### src/rtl/screen_pkg.sv
// Shared types and constants for the screen/UART frame path.
package screen_pkg;

  typedef enum logic [1:0] {
    IDLE,
    SEND,
    WAIT_DONE,
    GAP
  } state_t;

  localparam int DATA_W_DEFAULT = 10;
  localparam int BAUD_DIV       = 5208;

  // Counter width able to hold 0..maxVal, never narrower than one bit.
  function automatic int cntWidth(input int maxVal);
    return (maxVal < 1) ? 1 : $clog2(maxVal + 1);
  endfunction

endpackage

### src/rtl/rr_arbiter.sv
// Round-robin winner selection: first requester above lastGrant, wrapping.
module rr_arbiter #(
  parameter int NUM_REQ = 2,
  parameter int IDX_W   = $clog2(NUM_REQ)
) (
  input  logic [NUM_REQ-1:0] reqVec,
  input  logic [IDX_W-1:0]   lastGrant,
  output logic [NUM_REQ-1:0] grantOh,
  output logic [IDX_W-1:0]   grantIdx
);

  logic found;
  int   cand;

  // NOTE: every output of a combinational block gets a default up front so no path can infer a latch.
  always_comb begin
    grantOh  = '0;
    grantIdx = '0;
    found    = 1'b0;
    cand     = 0;
    for (int i = 1; i <= NUM_REQ; i++) begin
      cand = int'(lastGrant) + i;
      if (cand >= NUM_REQ) cand = cand - NUM_REQ;
      if (!found && reqVec[cand]) begin
        grantOh[cand] = 1'b1;
        grantIdx      = IDX_W'(cand);
        found         = 1'b1;
      end
    end
  end

endmodule

### src/rtl/screen_arbiter.sv
// Arbitrates several frame requesters onto one UART transmitter,
// enforcing an idle gap between frames and an acceptance timeout.
module screen_arbiter
  import screen_pkg::*;
#(
  parameter int NUM_REQ     = 2,
  parameter int DATA_W      = DATA_W_DEFAULT,
  parameter int GAP_CYCLES  = BAUD_DIV,
  parameter int ACK_TIMEOUT = 16
) (
  input  logic                        clk,
  input  logic                        reset,
  input  logic [NUM_REQ-1:0]          req_valid,
  input  logic [NUM_REQ*DATA_W-1:0]   req_data,
  output logic [NUM_REQ-1:0]          req_ready,
  output logic                        tx_ovalid,
  output logic [DATA_W-1:0]           tx_data,
  input  logic                        tx_oready,
  output logic [$clog2(NUM_REQ)-1:0]  grant_id,
  output logic                        busy,
  output logic                        tx_err
);

  localparam int IDX_W = $clog2(NUM_REQ);
  localparam int GAP_W = cntWidth(GAP_CYCLES);
  localparam int TO_W  = cntWidth(ACK_TIMEOUT);
  localparam logic [GAP_W-1:0] GAP_LOAD = (GAP_CYCLES > 0) ? GAP_W'(GAP_CYCLES - 1) : '0;
  localparam logic [TO_W-1:0]  TO_LAST  = TO_W'(ACK_TIMEOUT - 1);

  state_t             state, nextState;
  logic [DATA_W-1:0]  dataBuf;
  logic [IDX_W-1:0]   lastGrant;
  logic [GAP_W-1:0]   gapCnt;
  logic [TO_W-1:0]    toCnt;
  logic [NUM_REQ-1:0] winOh;
  logic [IDX_W-1:0]   winIdx;
  logic               transfer;
  logic               timeout;

  rr_arbiter #(
    .NUM_REQ (NUM_REQ),
    .IDX_W   (IDX_W)
  ) u_rr (
    .reqVec    (req_valid),
    .lastGrant (lastGrant),
    .grantOh   (winOh),
    .grantIdx  (winIdx)
  );

  assign transfer = (state == IDLE) && tx_oready && (|winOh);
  assign timeout  = (state == SEND) && tx_oready && (toCnt == TO_LAST);

  // NOTE: sequential state uses non-blocking assignments so every register samples pre-edge values.
  always_ff @(posedge clk or posedge reset) begin
    if (reset) state <= IDLE;
    else       state <= nextState;
  end

  always_comb begin
    nextState = state;
    unique case (state)
      IDLE:      if (transfer) nextState = SEND;
      SEND: begin
        if (!tx_oready)   nextState = WAIT_DONE;
        else if (timeout) nextState = IDLE;
      end
      WAIT_DONE: if (tx_oready) nextState = (GAP_CYCLES == 0) ? IDLE : GAP;
      GAP:       if (gapCnt == '0) nextState = IDLE;
      default:   nextState = IDLE;
    endcase
  end

  always_comb begin
    req_ready = transfer ? winOh : '0;
    tx_ovalid = (state == SEND);
    busy      = (state != IDLE);
    tx_data   = dataBuf;
  end

  // A frame lost to reset is simply dropped; the buffer is cleared with the rest.
  always_ff @(posedge clk or posedge reset) begin
    if (reset) begin
      dataBuf   <= '0;
      lastGrant <= IDX_W'(NUM_REQ - 1);
      grant_id  <= '0;
      gapCnt    <= '0;
      toCnt     <= '0;
      tx_err    <= 1'b0;
    end else begin
      tx_err <= timeout;
      if (transfer) begin
        dataBuf   <= req_data[int'(winIdx)*DATA_W +: DATA_W];
        lastGrant <= winIdx;
        grant_id  <= winIdx;
      end
      if (state != SEND)                            toCnt <= '0;
      else if (tx_oready && nextState == SEND)      toCnt <= toCnt + 1'b1;
      if (state == WAIT_DONE && tx_oready)          gapCnt <= GAP_LOAD;
      else if (state == GAP && gapCnt != '0)        gapCnt <= gapCnt - 1'b1;
    end
  end

endmodule

### config.mk
export PLATFORM = sky130hd
export DESIGN_NAME = screen_arbiter
export DESIGN_NICKNAME = d
export VERILOG_FILES = /design/src/rtl/screen_pkg.sv /design/src/rtl/rr_arbiter.sv /design/src/rtl/screen_arbiter.sv
export SDC_FILE = /design/constraint.sdc
export NUM_CORES = 1
export LEC_CHECK = 0
export ABC_AREA = 1
export CAP_MARGIN = 30
export CORE_MARGIN = 3
export CORE_UTILIZATION = 49
export DETAILED_ROUTE_END_ITERATION = 6
export HOLD_SLACK_MARGIN = 0.05
export PLACE_DENSITY = 0.86
export SLEW_MARGIN = 0
export SYNTH_ARGS = -nofsm -noshare
export SYNTH_HDL_FRONTEND = slang
export SYNTH_SLANG_ARGS = --single-unit
### constraint.sdc
create_clock -name clk -period 2.45 [get_ports clk]
set_clock_uncertainty 0.1 [all_clocks]
set_input_delay 0.3675 -clock clk [delete_from_list [all_inputs] [get_ports clk]]
set_output_delay 0.3675 -clock clk [all_outputs]
set_load 0.01 [all_outputs]
==> flow_summary.json <==
{
  "status": "finished clean",
  "synth_ff_type": "dfrtp_1",
  "via_per_inst": 5.11,
  "crit_arrival_ps": 1760,
  "synth_area_leaders": "dfrtp_1 (43%), nand2_1 (10%), o21ai_0 (6.2%)",
  "rows": 21,
  "cellLeakagePower_uw": 0.00115,
  "cp.required_ps": 1980,
  "clkTransAtPathRegs_ps": 60,
  "syn2layout_area_growth_pct": 31.4,
  "core_um2": 3470,
  "hold_violations": 0,
  "grt_pass1_wl_mm": 6.96,
  "reg2reg_slack_ps": 560,
  "clk_latency_ps": 280,
  "grt_pass1_vias": 1615,
  "clock_path_buffers": 2,
  "synth_edf_count": 0,
  "firstDrtPassIters": 4,
  "crit_path_end_kind": "primary output",
  "critPathBufInv": 3,
  "fin_crit_sh": 0.911,
  "portBuffers": 40,
  "yosysWarnings": 0,
  "nNetsFinal": 310,
  "postSynthCellCount": 232,
  "syn_nets": 261,
  "synth_top_area_frac": 0.434,
  "gp_congestion": 0.829,
  "worstPathMaxFanout": 2,
  "hold_class": "in -> async",
  "stdcell_area_um2": 2420,
  "startpoint_type": "input pin",
  "ys_types": 30,
  "clock.fmax_mhz": 448,
  "overflow": 0,
  "grt_max_degree": 34,
  "die_h_um": 67.4,
  "grt_usage": 0.208,
  "worst_pin_slew_ps": 340,
  "cts_sinks": 33,
  "grt_antenna_before_repair": 0,
  "rsz0062_at_grt": "false",
  "die_x_um": 67.4,
  "post_dp_cell_area_um2": 2340,
  "drive_above_1_share": 0.117,
  "ant_nets": 0,
  "cts_made_buffers": 5,
  "critPathTopFamily": "buffers and inverters",
  "finalSetupViolCount": 0,
  "synth_seq_area_share": 0.448,
  "synth.top_cells.by_count": "nand2_1 (51), dfrtp_1 (32), nor2_1 (26)",
  "hpwl_mm": 2.99,
  "avgSynthCellArea_um2": 7.95,
  "synth_area_um2": 1850,
  "power.density_nw_per_um2": 823,
  "ys_async_sr_fraction": 1.00,
  "drc_errors": 0,
  "drt_wl_total_mm": 3.96,
  "crit_type": "in -> out",
  "root_buffer": "clkbuf_8",
  "crit_chain": "clkdlybuf4s50_1 > inv_1 > nor2_2 > nand2_1 > a21oi_1 > clkdlybuf4s50_1",
  "synth.most_common_cell": "nand2_1",
  "slew_violations": 0,
  "dr.first_iter.drc_count": 106,
  "relSlewSlack": 0.773,
  "diodes": 0,
  "irDropWorstVdd_mv": 0.404,
  "drv_cap": 0,
  "slowest_delay_ps": 550,
  "synth_top_area_cell": "dfrtp_1",
  "htreeDepth": 2,
  "cts_tree": "done",
  "routedWlPerCell_um": 12.1,
  "cp_slowest_cell": "clkdlybuf4s50_1",
  "cp_common_cell": "clkdlybuf4s50_1",
  "num_vias": 1677,
  "layout_min_cycle_time_ps": 2230,
  "ios": 41,
  "ys_ff_latch": 33,
  "dieArea_um2": 4540,
  "fin_tns_setup_ps": 0,
  "initial_core_util": 0.532
}
[where the power goes]
group          switching (uW)  total [uW]  leakage (uW)  internal, uW
clock                     187         389     0.0000395           202
combinational             470         797      0.000704           327
sequential                120         810      0.000410           690
[flip-flops by register name, summed over array words and instances, names as in the netlist]
signal	cells
lastGrant	1
gapCnt	13
state	2
tx_data	10
toCnt	5
tx_err	1
grant_id	1
[final timing paths]
| kind | startpoint | cells past startpoint | to |
|---|---|---|---|
| setup / recovery | tx_oready | 6 | req_ready[0] |
| hold / removal | reset | 3 | gapCnt[11]$_DFFE_PP0P_ |
| setup reg to reg | toCnt[0]$_DFFE_PP0P_ | 10 | toCnt[4]$_DFFE_PP0P_ |
| hold reg to reg | tx_data[9]$_DFFE_PP0P_ | 2 | tx_data[9]$_DFFE_PP0P_ |
| max in group asynchronous | reset | 3 | lastGrant$_DFFE_PP1P_ |
| min in group clk | tx_data[9]$_DFFE_PP0P_ | 2 | tx_data[9]$_DFFE_PP0P_ |
[what timing repair did]
| item | 4_1_cts | 5_1_grt |
|---|---|---|
| setup endpoints to repair | 0 | 1 |
| resized for setup | 0 | 2 |
| buffers inserted | 0 | 0 |
| hold buffers | 0 | 0 |
[cell families (layout without fill, tap and decap cells)]
family / after synthesis / after routing / share of synthesized area
and+or+nand+nor: 124 / 124 / 0.334
AOI/OAI and AO/OA: 36 / 36 / 0.103
DFF: 33 / 33 / 0.448
buffers and inverters: 30 / 80 / 0.0644
xor gates and xnor gates: 5 / 5 / 0.0237
adders and majority gates: 4 / 4 / 0.0271
[stage by stage]
stage | std cells | setup WS (ps) | hold slack, ps | util | power (uW)
3_3_place_gp | 320 | 113 | 369 | 0.675 | 1590
3_5_place_dp | 320 | 116 | 373 | 0.675 | 1620
5_1_grt | 328 | 89.3 | 345 | 0.699 | 2160
6_report | 328 | 218 | 321 | 0.699 | 2000
2_1_floorplan | 232 | 735 | 368 | - | 1340
4_1_cts | 328 | 95.1 | 318 | 0.698 | 2020
[worst register-to-register path, delay by kind of cell (launching register included)]
family / cells / cell delay [ps]
flops: 1 / 410
fa+ha+maj: 2 / 430
simple gates: 8 / 850
[layout make-up]
| class | instances | area [um^2] |
|---|---|---|
| Sequential cell | 33 | 827 |
| Fill cell | 305 | 1040 |
| Timing Repair Buffer | 46 | 460 |
| Clock buffer | 8 | 80.1 |
| Inverter | 26 | 97.6 |
| Tap cell | 46 | 57.6 |
| Multi-Input combinational cell | 169 | 902 |
[cells in the final DEF (no fill, tap or decap), types with 2 or more instances in the layout]
cell type / Yosys / layout
o21ai_0: 23 / 23
buf_4: 1 / 5
nand2_1: 51 / 51
nand3b_1: 2 / 2
clkbuf_8: 0 / 5
nor2_4: 2 / 2
nand2_2: 2 / 2
o21ai_1: 9 / 9
dfrtp_1: 32 / 32
inv_2: 2 / 2
clkbuf_1: 1 / 3
clkdlybuf4s50_1: 0 / 39
nand4_1: 6 / 6
inv_1: 23 / 23
nand3_1: 17 / 17
nor3_1: 4 / 4
nor2_2: 6 / 7
nor2_1: 26 / 25
nor3b_1: 2 / 2
nand2_4: 3 / 3
ha_1: 4 / 4
xor2_1: 5 / 5
[routing by layer]
layer,up-vias,global-route usage,part of all wire
li1,847,-,-
met1,771,0.237,0.44
met2,48,0.341,0.47
met3,11,0.0682,0.067
met4,0,0.122,0.030
met5,-,0,0
Power figures use the tool's default switching activity.
